==> src/rtl/cache_traffic_gen.sv <==
// cache_traffic_gen: replays a small script of CPU read/write requests
// against a cache and counts stalls. Defining TRAFFIC_CHECK_EN adds
// read-data checking (err_cnt, first_err_idx); without it both are tied to 0.
module cache_traffic_gen #(
  parameter int DEPTH = 8,
  parameter int AW    = 32,
  parameter int DW    = 32,
  parameter int CW    = 16,
  localparam int IW   = $clog2(DEPTH)
) (
  input  logic          clk,
  input  logic          clr_n,
  input  logic          prog_we,
  input  logic [IW-1:0] prog_idx,
  input  logic [AW-1:0] prog_addr,
  input  logic [DW-1:0] prog_data,
  input  logic          prog_rw,
  input  logic          start,
  input  logic [IW:0]   count,
  input  logic          loop,
  input  logic          stop,
  output logic          req_valid,
  output logic [AW-1:0] req_addr,
  output logic [DW-1:0] req_data,
  output logic          req_rw,
  input  logic          cpu_ready,
  input  logic [DW-1:0] cpu_rdata,
  output logic          busy,
  output logic          done,
  output logic [IW-1:0] cur_idx,
  output logic [CW-1:0] stall_cnt,
  output logic [CW-1:0] err_cnt,
  output logic [IW-1:0] first_err_idx
);
  localparam logic [1:0] IDLE = 2'd0, RUN = 2'd1, DONE = 2'd2;
  localparam logic [IW:0] MAXC = (IW + 1)'(DEPTH);

  logic [AW-1:0] mem_addr [DEPTH];
  logic [DW-1:0] mem_data [DEPTH];
  logic          mem_rw   [DEPTH];
  logic [1:0]    state_q, state_d;
  logic [IW-1:0] cur_idx_q, cur_idx_d;
  logic [IW:0]   cnt_q, cnt_d;
  logic          done_q, done_d;
  logic [CW-1:0] stall_q, stall_d;
  logic          run, go, last;

  assign run  = state_q == RUN;
  assign go   = !run && start && count != '0 && count <= MAXC;
  assign last = {1'b0, cur_idx_q} == cnt_q - 1'b1;

  assign req_valid = run;
  assign req_addr  = run ? mem_addr[cur_idx_q] : '0;
  assign req_data  = run ? mem_data[cur_idx_q] : '0;
  assign req_rw    = run ? mem_rw[cur_idx_q] : 1'b0;
  assign busy      = run;
  assign done      = done_q;
  assign cur_idx   = cur_idx_q;
  assign stall_cnt = stall_q;

  // Script RAM: loadable only while no run is in progress; not reset.
  always_ff @(posedge clk) begin
    if (prog_we && !run) begin
      mem_addr[prog_idx] <= prog_addr;
      mem_data[prog_idx] <= prog_data;
      mem_rw[prog_idx]   <= prog_rw;
    end
  end

  // Run control: start/stop, entry sequencing, wrap, sticky done, stall count.
  always_comb begin
    state_d   = state_q;
    cur_idx_d = cur_idx_q;
    cnt_d     = cnt_q;
    done_d    = done_q;
    stall_d   = stall_q;
    if (!run) begin
      if (go) begin
        state_d   = RUN;
        cur_idx_d = '0;
        cnt_d     = count;
        done_d    = 1'b0;
        stall_d   = '0;
      end else if (start) begin
        done_d = 1'b1;
      end
    end else begin
      if (!cpu_ready) stall_d = &stall_q ? stall_q : stall_q + 1'b1;
      if (stop || (cpu_ready && last && !loop)) begin
        state_d = DONE;
        done_d  = 1'b1;
      end else if (cpu_ready) begin
        cur_idx_d = last ? '0 : cur_idx_q + 1'b1;
      end
    end
  end

  // Control state registers with asynchronous clear.
  always_ff @(posedge clk or negedge clr_n) begin
    if (!clr_n) begin
      state_q   <= IDLE;
      cur_idx_q <= '0;
      cnt_q     <= '0;
      done_q    <= 1'b0;
      stall_q   <= '0;
    end else begin
      state_q   <= state_d;
      cur_idx_q <= cur_idx_d;
      cnt_q     <= cnt_d;
      done_q    <= done_d;
      stall_q   <= stall_d;
    end
  end

`ifdef TRAFFIC_CHECK_EN
  logic [CW-1:0] err_q, err_d;
  logic [IW-1:0] ferr_q, ferr_d;
  assign err_cnt       = err_q;
  assign first_err_idx = ferr_q;

  // Read-data check: count mismatching read completions, remember the first.
  always_comb begin
    err_d  = err_q;
    ferr_d = ferr_q;
    if (go) begin
      err_d  = '0;
      ferr_d = '0;
    end else if (run && cpu_ready && !mem_rw[cur_idx_q] && cpu_rdata != mem_data[cur_idx_q]) begin
      err_d  = &err_q ? err_q : err_q + 1'b1;
      ferr_d = err_q == '0 ? cur_idx_q : ferr_q;
    end
  end

  // Check result registers with asynchronous clear.
  always_ff @(posedge clk or negedge clr_n) begin
    if (!clr_n) begin
      err_q  <= '0;
      ferr_q <= '0;
    end else begin
      err_q  <= err_d;
      ferr_q <= ferr_d;
    end
  end
`else
  logic unused_rdata;
  assign unused_rdata  = ^cpu_rdata;
  assign err_cnt       = '0;
  assign first_err_idx = '0;
`endif
endmodule

==> config.mk <==
export PLATFORM = sky130hd
export DESIGN_NAME = cache_traffic_gen
export DESIGN_NICKNAME = d
export VERILOG_FILES = /design/src/rtl/cache_traffic_gen.sv
export SDC_FILE = /design/constraint.sdc
export NUM_CORES = 1
export LEC_CHECK = 0
export ABC_AREA = 1
export CAP_MARGIN = 20
export CELL_PAD_IN_SITES_DETAIL_PLACEMENT = 0
export CELL_PAD_IN_SITES_GLOBAL_PLACEMENT = 1
export CORE_ASPECT_RATIO = 1.5
export CORE_MARGIN = 2
export CORE_UTILIZATION = 46
export DETAILED_ROUTE_END_ITERATION = 10
export MAX_ROUTING_LAYER = met4
export PLACE_DENSITY_LB_ADDON = 0.1
export SLEW_MARGIN = 5
export SYNTH_ARGS = -nofsm -noshare
export SYNTH_HDL_FRONTEND = slang
export SYNTH_SLANG_ARGS = --single-unit
==> constraint.sdc <==
create_clock -name clk -period 6.25 [get_ports clk]
set_clock_uncertainty 0.2 [all_clocks]
set_input_delay 0.625 -clock clk [delete_from_list [all_inputs] [get_ports clk]]
set_output_delay 0.625 -clock clk [all_outputs]
set_load 0.005 [all_outputs]
==> results.md <==
- Outcome: completed
- 1st-iter DRT viols: 921
- Via count: 13990
- Global Route Usage Sum: 21.74%
- Post-synth EDFFs: 520
- Synth top area share: 71.25%
- Longest Clk Path Bufs: 3
- Layout Cells excl Fill: 2504
- P_int: 6889 uW
- Mean post-synth cell area: 12.62 sq um
- RSZ-0062 raised after global routing: false
- Synth cell count leaders: edfxtp_1 (520), nor2_1 (421), o21ai_0 (316), o22ai_1 (130), nand2_1 (66)
- GP Congestion: 0.8180
- Antenna-violating nets left: 0
- Row count: 98
- Leakage: 0.008514 uW
- Inst Count DP: 2409
- CP Cell Sequence: buf_4, o21ai_0, o22ai_1, nor2_1, nor2_1, clkdlybuf4s50_1
- Synthesis-to-finish area growth: 16.90%
- CTS Sinks: 546
- Core area: 47330 sq um
- Clk network pwr share: 29.4%
- Root buffer cell: clkbuf_16
- Largest net degree at the start of global routing: 266
- Tcrit/Tclk final: 72.87%
- Dominant cell type by area after synthesis: edfxtp_1
- CP delay by family, top: buffers and inverters
- Worst Path Buf+Inv: 2
- Port Buf Inserts: 165
- Area contributors post-synth: edfxtp_1 (71%), o21ai_0 (7.2%), nor2_1 (7.2%), o22ai_1 (3.7%), dfrtp_1 (3.0%)
- Setup Viol. Count Final: 0
- Power Dens Cells: 390.4 nW/um^2
- WL final: 52300 um
- Hold Buf Count CTS: 0
- TNS Setup: 0 ns
- H-Tree Level Count: 2
- Largest stage delay, worst path: 1.06 ns
- Synth async-reset ratio: 4.762%
- Die height: 271.3 um
- Fill cell count: 3988
- Initial core utilization: 46.30%
- Antenna violations before repair: 5
- DR DRC count: 0
- CTS tree: yes
- Worst setup SP type: register
- Seq/Total Area, Yosys: 74.22%
- Ys Warns: 0
- Sequential power share: 43.2%
- First-pass GRT wire length: 79890 um
- WP data required: 5.42 ns
- Arrival @ worst endpoint: 3.73 ns
- FMAX: 0.2196 GHz
- Die width: 182.2 um
- Routed len/inst: 20.89 um
- Detailed Place HPWL: 25590 um
- Post-synth top flop: edfxtp_1
- Most frequent cell after synthesis: edfxtp_1
- Worst-path fanout max: 76
- Post-layout nets: 1976
- Net Sw Frac: 31.12%
- Mapped Cells: 1736
- Critical Path Sink Type: primary output
- Crit-path most repeated cell: nor2_1
- Slew margin rel.: 19.04%
- CTS Buf Count: 51
- Setup Buffers After CTS: 0
- Max-cap violations: 0
- Share of cells above drive strength 1: 7.004%
- Mapped Area: 21910 sq um
- Drt first pass iters: 7
- I/O pin total: 217
- Vias in the first global route: 13900
- Worst Max-Slew Pin Slew: 1.214 ns
- Crit path time final: 4.554 ns
- Netlist cell types: 33
- Fin. max-slew vios: 0
- Die Area: 49440 sq um
- Global route overflow: 0
- Via/cell ratio: 5.588
- Yosys reg bits: 546
- Worst-Skew Late Latency: 0.56 ns
- PostCTS Resize Cnt: 0
- Peak supply drop: 272.1 uV
- Clk slew on worst S/H paths: 0.07 ns
- Net switching power: 3113 uW
- Fin. Hold Viols: 0
- Worst min-delay path category: primary input to asynchronous set/reset pin
- Crit Path Category: register to primary output
- CP max stage cell: dfrtp_4
- Power share of the combinational group: 27.5%
-- routing by layer --
| layer | routed length [um] | GRT usage, % |
|---|---|---|
| met1 | 22690 | 27.86 |
| met3 | 2719 | 3.367 |
| met4 | 1168 | 6.048 |
| met2 | 25720 | 36.22 |
| met5 | 0 | - |
-- power by group through the flow --
stage | clock, uW | combinational [uW] | sequential (uW)
final | 2940 | 2750 | 4320
after global routing | 3140 | 3070 | 4330
after CTS | 3000 | 2790 | 4320
after detailed placement | 0 | 2770 | 4390
after global placement | 0 | 2730 | 4390
after floorplan | 0 | 1710 | 4320
-- through the flow --
| stage | setup slack (ns) | util (%) | hold WS, ns | area, sq um | power, uW |
|---|---|---|---|---|---|
| after floorplan | 1.908 | - | 0.1294 | 21980 | 6032 |
| after global placement | 2.305 | 50.79 | 0.2757 | 24040 | 7118 |
| after detailed placement | 2.306 | 50.79 | 0.2866 | 24040 | 7169 |
| after CTS | 1.691 | 54.10 | 0.2712 | 25610 | 10110 |
| after global routing | 1.422 | 54.13 | 0.2697 | 25620 | 10550 |
| final | 1.696 | 54.13 | 0.2583 | 25620 | 10000 |
-- sequential cells by signal (all words and copies together), names as in the netlist --
signal	flops
cur_idx	3
done	1
state_q	2
mem_rw	8
mem_data	256
mem_addr	256
cnt_q	4
stall_cnt	16
-- cell type report --
class                           instances  area [sq um]  area share, %
Inverter                               37         145.1         0.5665
Multi-Input combinational cell       1040          4957          19.35
Clock inverter                         24         193.9         0.7570
Timing Repair Buffer                  186          1909          7.453
Sequential cell                       546         16270          63.53
Clock buffer                           66          1375          5.368
Tap cell                              600         750.7          2.930
Antenna cell                            5         12.51        0.04884
-- cell families (layout without fill, tap and decap cells) --
kind of cell / count (synthesis) / in the layout / share of synthesized area (%)
AO/OA/AOI/OAI: 477 / 477 / 11.77
XOR/XNOR: 5 / 5 / 0.1999
adder cells (fa/ha/maj): 3 / 3 / 0.1713
buffers and inverters: 168 / 313 / 3.740
flip-flops: 546 / 546 / 74.22
other: 1 / 24 / 0.01711
AND/OR/NAND/NOR: 536 / 536 / 9.877
-- worst paths after layout --
path,startpoint,to,slack [ns],cells after the start
setup / recovery,cur_idx[1]$_DFFE_PN0P_,req_data[31],1.70,6
hold / removal,clr_n,stall_cnt[10]$_DFFE_PN0P_,0.26,2
setup reg to reg,state_q[0]$_DFFE_PN0P_,mem_addr[2][5]$_DFFE_PP_,2.67,7
hold reg to reg,state_q[0]$_DFFE_PN0P_,state_q[0]$_DFFE_PN0P_,0.30,2
max in group asynchronous,clr_n,cur_idx[0]$_DFFE_PN0P_,5.26,2
min in group clk,state_q[0]$_DFFE_PN0P_,state_q[0]$_DFFE_PN0P_,0.30,2
-- placed cells by master (no fill, tap or decap), types with 8 or more instances in the layout --
master and n:
buf_12 8, buf_4 13, clkbuf_1 13, clkbuf_16 53, clkdlybuf4s50_1 165, clkinv_1 9, clkinv_2 9, conb_1 19
dfrtp_1 23, edfxtp_1 520, inv_1 31, nand2_1 66, nand3_1 16, nor2_1 413, nor2_4 8, nor3_1 8
o21ai_0 316, o21ai_1 17, o21ai_2 8, o22ai_1 130
Power figures use the tool's default switching activity.
